File: src/rtl/sme_share_store.sv
// Storage for the non-zero shares of masked SME registers, with a zeroisation
// sweep and a background refresh engine that remasks registers using RNG words.
module sme_share_store #(
  parameter int XLEN           = 32,
  parameter int SMAX           = 4,
  parameter int NREGS          = 16,
  parameter int REFRESH_PERIOD = 64,
  localparam int SW            = (SMAX-1)*XLEN,
  localparam int AW            = $clog2(NREGS)
) (
  input  logic            g_clk,
  input  logic            g_reset,
  input  logic [3:0]      smectl_d,
  input  logic            smectl_t,
  input  logic [AW-1:0]   rs1_addr,
  input  logic [AW-1:0]   rs2_addr,
  output logic [SW-1:0]   rs1_rdata,
  output logic [SW-1:0]   rs2_rdata,
  input  logic            wr_valid,
  output logic            wr_ready,
  input  logic [AW-1:0]   wr_addr,
  input  logic [SMAX-2:0] wr_sel,
  input  logic [SW-1:0]   wr_data,
  input  logic            zero_req,
  input  logic            refresh_en,
  input  logic            rng_valid,
  output logic            rng_ready,
  input  logic [SW-1:0]   rng_data,
  output logic            busy,
  output logic            refresh_step
);

  localparam int CW = $clog2(REFRESH_PERIOD+1);

  typedef enum logic [1:0] {ST_ZERO, ST_IDLE, ST_WAIT, ST_REFRESH} state_t;

  state_t          state, state_n;
  logic [AW-1:0]   ptr, ptr_n;
  logic [CW-1:0]   cnt, cnt_n;
  logic            step_n;
  logic            wr_fire, rf_fire;
  logic [SW-1:0]   mem [NREGS];

  // Remask one register: the first Ds-1 shares absorb r_k, the last active
  // share absorbs the inverse combination so the unmasked value is unchanged.
  function automatic logic [SW-1:0] refresh_shares(input logic [SW-1:0] s,
                                                   input logic [SW-1:0] r,
                                                   input logic [3:0]    d,
                                                   input logic          t);
    logic [SW-1:0]   res;
    logic [XLEN-1:0] acc_x, acc_s;
    int              ds;
    res   = s;
    acc_x = '0;
    acc_s = '0;
    ds    = (int'(d) > SMAX) ? SMAX-1 : int'(d)-1;
    if (ds >= 2) begin
      for (int k = 1; k < SMAX; k++) begin
        if (k < ds) begin
          res[(k-1)*XLEN +: XLEN] = t ? s[(k-1)*XLEN +: XLEN] + r[(k-1)*XLEN +: XLEN]
                                      : s[(k-1)*XLEN +: XLEN] ^ r[(k-1)*XLEN +: XLEN];
          acc_x = acc_x ^ r[(k-1)*XLEN +: XLEN];
          acc_s = acc_s + r[(k-1)*XLEN +: XLEN];
        end else if (k == ds) begin
          res[(k-1)*XLEN +: XLEN] = t ? s[(k-1)*XLEN +: XLEN] - acc_s
                                      : s[(k-1)*XLEN +: XLEN] ^ acc_x;
        end
      end
    end
    return res;
  endfunction

  function automatic logic [SW-1:0] merge_shares(input logic [SW-1:0]   old_v,
                                                 input logic [SW-1:0]   new_v,
                                                 input logic [SMAX-2:0] sel);
    logic [SW-1:0] res;
    res = old_v;
    for (int k = 0; k < SMAX-1; k++) begin
      if (sel[k]) res[k*XLEN +: XLEN] = new_v[k*XLEN +: XLEN];
    end
    return res;
  endfunction

  assign rs1_rdata = mem[rs1_addr];
  assign rs2_rdata = mem[rs2_addr];

  always_comb begin
    busy      = (state == ST_ZERO);
    wr_ready  = (state != ST_ZERO);
    // A pending zeroisation request outranks refresh, so no randomness is taken.
    rng_ready = (state == ST_REFRESH) && !wr_valid && !zero_req;
    wr_fire   = wr_valid && wr_ready;
    rf_fire   = rng_valid && rng_ready;
  end

  always_comb begin
    state_n = state;
    ptr_n   = ptr;
    cnt_n   = cnt;
    step_n  = rf_fire;
    if (zero_req) begin
      state_n = ST_ZERO;
      ptr_n   = '0;
    end else begin
      unique case (state)
        ST_ZERO: begin
          if (ptr == AW'(NREGS-1)) begin
            ptr_n   = '0;
            state_n = ST_IDLE;
          end else begin
            ptr_n = ptr + AW'(1);
          end
        end
        ST_IDLE: begin
          if (refresh_en) begin
            state_n = ST_WAIT;
            cnt_n   = CW'(REFRESH_PERIOD-1);
          end
        end
        ST_WAIT: begin
          if (!refresh_en)    state_n = ST_IDLE;
          else if (cnt == '0) state_n = ST_REFRESH;
          else                cnt_n   = cnt - CW'(1);
        end
        ST_REFRESH: begin
          if (rf_fire) begin
            ptr_n   = ptr + AW'(1);
            state_n = ST_WAIT;
            cnt_n   = CW'(REFRESH_PERIOD-1);
          end else if (!refresh_en) begin
            state_n = ST_IDLE;
          end
        end
        default: state_n = ST_ZERO;
      endcase
    end
  end

  always_ff @(posedge g_clk) begin
    if (g_reset) begin
      state        <= ST_ZERO;
      ptr          <= '0;
      cnt          <= '0;
      refresh_step <= 1'b0;
    end else begin
      state        <= state_n;
      ptr          <= ptr_n;
      cnt          <= cnt_n;
      refresh_step <= step_n;
    end
  end

  // Share storage: not reset; zeroisation sweep, external write and refresh
  // commit are mutually exclusive by construction of the ready signals.
  always_ff @(posedge g_clk) begin
    if (!g_reset) begin
      if (state == ST_ZERO)  mem[ptr]     <= '0;
      else if (wr_fire)      mem[wr_addr] <= merge_shares(mem[wr_addr], wr_data, wr_sel);
      else if (rf_fire)      mem[ptr]     <= refresh_shares(mem[ptr], rng_data, smectl_d, smectl_t);
    end
  end

endmodule

File: config.mk
export PLATFORM = sky130hd
export DESIGN_NAME = sme_share_store
export DESIGN_NICKNAME = d
export VERILOG_FILES = /design/src/rtl/sme_share_store.sv
export SDC_FILE = /design/constraint.sdc
export NUM_CORES = 2
export LEC_CHECK = 0
export BUFFER_PORTS_ARGS = -buffer_cell sky130_fd_sc_hd__buf_2
export CORE_AREA = 3 3 398 400
export CTS_CLUSTER_SIZE = 16
export DETAILED_ROUTE_END_ITERATION = 10
export DIE_AREA = 0 0 401 403
export PLACE_DENSITY = 0.81
export SLEW_MARGIN = 20
export SYNTH_ARGS = -nofsm -noshare
export SYNTH_HDL_FRONTEND = slang
export SYNTH_SLANG_ARGS = --single-unit
File: constraint.sdc
create_clock -name g_clk -period 10.5 [get_ports g_clk]
set_input_delay 2.1 -clock g_clk [delete_from_list [all_inputs] [get_ports g_clk]]
set_output_delay 2.1 -clock g_clk [all_outputs]
set_load 0.01 [all_outputs]
# Word-level counts from Yosys, hierarchy flattened
# Memories as Yosys holds them, arrays and structs flattened. A register that Yosys moved wholly into a read port is not among the register bits.
# Cells that the tools add are included.
# word_totals
output_inout_bits,196
memories,1
word_cells,141
ramBits,1536
inputBits,218
regBits,14
# memory_table
name,depth,width,read_ports,rd_clocked_by_memory_dff,wr,line,source
mem,16,96,3,1,1,42,logic [SW-1:0] mem [NREGS];
# op_classes
magnitude_cmp,5
n_addsub,9
bitwise_logic,8
n_eq_ne,16
n_mux,79
n_reduce_logical,19
# op_table
cell,n
$mux W32,41
$mux W96,7
$xor A32 B32 Y32,6
$add A32 B32 Y32,4
$reduce_or A96 Y1,1
$eq A3 B32 Y1 const A,2
$lt A3 B32 Y1 const A,2
$sub A32 B32 Y32,2
$ge A32 B3 Y1 const B,1
$lt A2 B32 Y1 const A,1
$mux W7,4
$pmux W7 S3,1
$mux W4,5
$mux W1,12
$mux W2,6
$ne A4 B4 Y1 const B,3
$ne A2 B2 Y1 const B,4
$pmux W2 S4,1
$pmux W4 S2,1
$reduce_and A2 Y1,4
$logic_not A7 Y1,1
$sub A7 B1 Y7 const B,1
$ne A3 B3 Y1 const B,2
$reduce_and A6 Y1,1
other kinds (17),23

# Depth between registers and ports, before layout
# logic_depth
word_depth,27
ltp_mapped,35
depth_no_buf,31

# Worst setup path before layout
# Ideal clock, no wire load.
# synth_path
path_kind,input to register
start,input port smectl_d[0]
end,"memory mem[0][92] (netlist name), data pin"
arrival_ns,9.465
setup_time_ns,0.330
path_stages,32
required_time_ns,10.170
slack_ns,0.705
n_path_buf,5
path_cell_list,inv_1 -> ha_1 -> nor2b_1 -> o221ai_1 -> buf_2 -> clkbuf_1 -> buf_1 -> clkbuf_1 -> buf_1 -> and2_1 -> ha_1 -> ha_1 -> a31oi_1 -> o32a_1 -> o41ai_1 -> nand2_1 -> maj3_1 -> o21ai_0 -> o21ai_0 -> xnor2_1 -> nor2_1 -> xnor2_1 -> ha_1 -> and3_1 -> nand3_1 -> o31a_1 -> nor3_1 -> nor4b_1 -> o31ai_1 -> a311o_1 -> a21oi_1 -> o21ai_0
# synth_between
elab_chain_len,27
word_cells_on_any_way,40
classes_between,add/sub (3); order compare (5); eq/ne (1); mux (29); bitwise (2)
# synth_lines
item,line,source
start: declaration,13,"input logic [3:0] smectl_d,"
$sub A4 B1 Y5 or $gt A4 B3 Y1 (tied branches),56,ds = (int'(d) > SMAX) ? SMAX-1 : int'(d)-1;
$mux W32 *,56,
$lt A2 B32 Y1,59,if (k < ds) begin
$mux W32,59,
$mux W32,57,if (ds >= 2) begin
$mux W32,159,"else if (rf_fire) mem[ptr] <= refresh_shares(mem[ptr], rng_data, smectl_d, smectl_t);"
$mux W32,158,"else if (wr_fire) mem[wr_addr] <= merge_shares(mem[wr_addr], wr_data, wr_sel);"
$mux W32,157,if (state == ST_ZERO) mem[ptr] <= '0;
[10 not listed],-,
$mux W32,64,end else if (k == ds) begin
$mux W32,59,
$mux W96 *,57,
$mux W96 *,159,
$mux W96 *,158,
$mux W96 *,157,
$mux W96 *,156,if (!g_reset) begin
$mux W96 (no source line) * (2 in a row),-,
end: declaration,42,
# Every way passes the cells marked *; elsewhere a longest branch is shown, timed or not. The select of a mux whose other input is x is not followed.

# Final worst setup path
# layout_path
start,input port smectl_d[0]
end,"memory mem[10][94] (netlist name), data pin"
# The elaborated chain is that of the path after synthesis.

==> impl_metrics.py <==
metrics = {
    "clocking": {
        "htreeDepth": 4,
        "cts_tree": "yes",
        "clockBufferDepth": 3,
        "cts_post_setup_buffers_inserted": 0,
        "root_buffer": "clkbuf_16",
        "clk_latency_ns": 0.82,
        "numCtsBuffers": 160,
        "clkSinkCount": 1554,
        "ctsHoldBuffers": 0,
        "cts_resized": 0,
        "clkTransAtPathRegs_ns": 0.06,
    },
    "power_and_ir_drop": {
        "power_density_nw_per_um2": 142.1,
        "vdd_ir_drop_max_mv": 0.1620,
        "leakagePower_nw": 31.72,
    },
    "hold_path": {
        "hold_depth": 1,
        "min-delay-path-class": "reg -> reg",
    },
    "critical_path": {
        "crit_fanout": 11,
        "required_ns": 11.14,
        "cp-start-kind": "input port",
        "crit_arrival_ns": 9.92,
        "worst_path_most_repeated_cell": "ha_1",
        "crit_path_end_kind": "flip-flop",
        "crit_path_top_delay_cell": "o41ai_1",
        "path_class": "in -> reg",
        "r2r_cells": 14,
        "max_stage_delay_ns": 0.67,
    },
    "routing": {
        "ant_nets": 0,
        "routed_wl_mm": 309.1,
        "drc": 0,
        "firstDrtPassIters": 9,
        "vias_per_cell": 7.937,
        "wl_per_cell_um": 39.14,
        "vias": 62680,
        "detail_route.iter0.violations": 10160,
    },
    "grt": {
        "top_usage_layer": "met2",
        "antenna_found_initial": 46,
        "grt_max_degree": 141,
        "grtUsageMet3": 0.1311,
        "met2_usage": 0.5809,
        "grt_pass1_wl_mm": 444.5,
        "grt_pass1_vias": 63250,
        "grtUsageMet1": 0.4868,
        "grt_usage": 0.3848,
        "grt_overflow": 0,
    },
    "sta": {
        "relSlewSlack": 0.2311,
        "tightest_slew_ns": 1.153,
        "setup_violations": 0,
        "final.min_clock_period_ns": 9.278,
        "drv_slew": 0,
        "hold_violations": 0,
        "setup_tns_ns": 0,
        "finClkSkew_ns": 0.03622,
        "rsz0062_at_grt": "false",
        "timing.final.crit_share": 0.8837,
        "fmax_ghz": 0.1078,
    },
    "placement": {
        "placed_cell_area_um2": 97830,
        "dp.cells": 7571,
        "port_buffers": 383,
        "place_congestion": 0.9795,
        "dpl.hpwl_mm": 186.9,
    },
    "floorplan": {
        "die_area_um2": 161600,
        "die_w_um": 401,
        "die-height_um": 403,
        "initial_core_util": 0.5977,
        "placementRows": 145,
        "core_area_um2": 155700,
        "pin_count": 414,
    },
    "layout": {
        "final_nets": 6044,
        "finalNonFillerCells": 7897,
        "fin_area_um2": 102900,
        "synthToLayoutAreaGrowth_pct": 10.59,
        "drive_gt1_frac": 0.3986,
    },
    "synthesis": {
        "syn_area_um2": 93040,
        "ys_seq_area_frac": 0.4996,
        "ys.flop_type": "edfxtp_1",
        "synth_cells": 5379,
        "synth_edf_count": 1536,
        "ys_ff_latch": 1554,
        "syn_nets": 5747,
        "yosys-top-cells-area": "edfxtp_1 (50%), mux4_2 (35%), ha_1 (2.0%), clkbuf_1 (1.1%), nand2_1 (1.0%)",
        "synth_area_per_cell_um2": 17.30,
        "yosysUniqueCellTypes": 83,
        "synthArstFlopShare": 0,
        "yosysTopAreaCellShare": 0.4957,
        "synth_top_area_cell": "edfxtp_1",
        "yosys_warnings": 0,
    },
    "run": {
        "maxCapViolCount": 0,
    },
    "status": {
        "status": "finished, final reports clean",
    },
}
-- per-layer routing --
layer | wire length [um] | up-vias | part of all wire
met5 | 95 | - | 0.00031
met4 | 22320 | 14 | 0.072
met3 | 48170 | 1222 | 0.16
met2 | 142400 | 5860 | 0.46
met1 | 96110 | 31690 | 0.31
li1 | - | 23890 | -
-- critical path, delay by kind of cell --
family	cells	cell delay (ns)
buffers and inverters	4	0.56
XOR/XNOR	3	0.44
AND/OR/NAND/NOR	9	2.25
adder cells (fa/ha/maj)	4	1.27
AO/OA/AOI/OAI	10	3.27
-- stage by stage --
stage,total power [mW],util,hold slack (ns),setup slack (ns)
3_3_place_gp,9.114,0.6284,0.4879,0.7498
6_report,14.63,0.6610,0.5048,1.222
3_5_place_dp,9.150,0.6284,0.4927,0.5794
2_1_floorplan,8.491,-,0.4610,0.7051
5_1_grt,15.02,0.6605,0.5470,0.8061
4_1_cts,14.60,0.6603,0.5039,1.299
-- where the power goes --
part / switching (mW) / internal (mW) / leakage [nW]
clock network: 2.43 / 3.10 / 2.40
logic: 1.33 / 0.970 / 15.8
registers: 0.0374 / 6.76 / 13.5
-- flip-flops by register name, summed over array words and instances (netlist names), named ones only --
name          cells
mem            1536
state             2
refresh_step      1
cnt               7
ptr               4
-- path summary, 6_finish.rpt --
path,start,to,slack [ns]
worst max-delay path,smectl_d[0],mem[10][94],1.22
worst min-delay path,cnt[0],cnt[0],0.50
worst max register to register,flip-flop,mem[12][60],2.43
worst min register to register,cnt[0],cnt[0],0.50
-- synth_stat cells, drive strengths merged, types with 19 or more instances --
library cell / instances
nand2: 259
o21ai: 200
o21a: 24
inv: 93
edfxtp: 1536
o21bai: 19
xor2: 72
a31oi: 36
mux4: 1439
nor3: 43
a21oi: 178
mux2i: 25
nor2: 245
and3: 20
nand3: 43
ha: 147
nor2b: 22
buf: 147
o221ai: 52
clkbuf: 283
xnor2: 108
a21o: 82
-- layout make-up --
type	count	area (um2)
Antenna cell	39	97.59
Clock buffer	203	4270
Clock inverter	83	688.2
Fill cell	10120	52760
Inverter	93	350.3
Multi-Input combinational cell	3302	44900
Sequential cell	1554	46500
Tap cell	2058	2575
Timing Repair Buffer	565	3518
-- cell families after synthesis --
family          Yosys count  synth area share
simple gates            746           0.03607
flops                  1554            0.4996
mux                    1469            0.3517
buf+inv                 523           0.02222
fa+ha+maj               159           0.02138
xor+xnor                180           0.01694
compound gates          748           0.05210
-- cell usage in the layout, fill, tap and decap left out, types with 37 or more instances in the layout --
cell	n
buf_4	170
clkbuf_1	37
o21ai_0	189
nor2_4	46
a21oi_1	176
nand2_1	258
inv_1	91
clkbuf_16	164
nor3_1	39
nor2_1	199
nand3_1	43
xnor2_1	108
edfxtp_1	1536
diode_2	39
buf_2	374
mux4_2	1437
xor2_1	72
a21o_1	82
ha_1	147
o221ai_1	51
No activity file was read; power rests on OpenSTA's default activity.
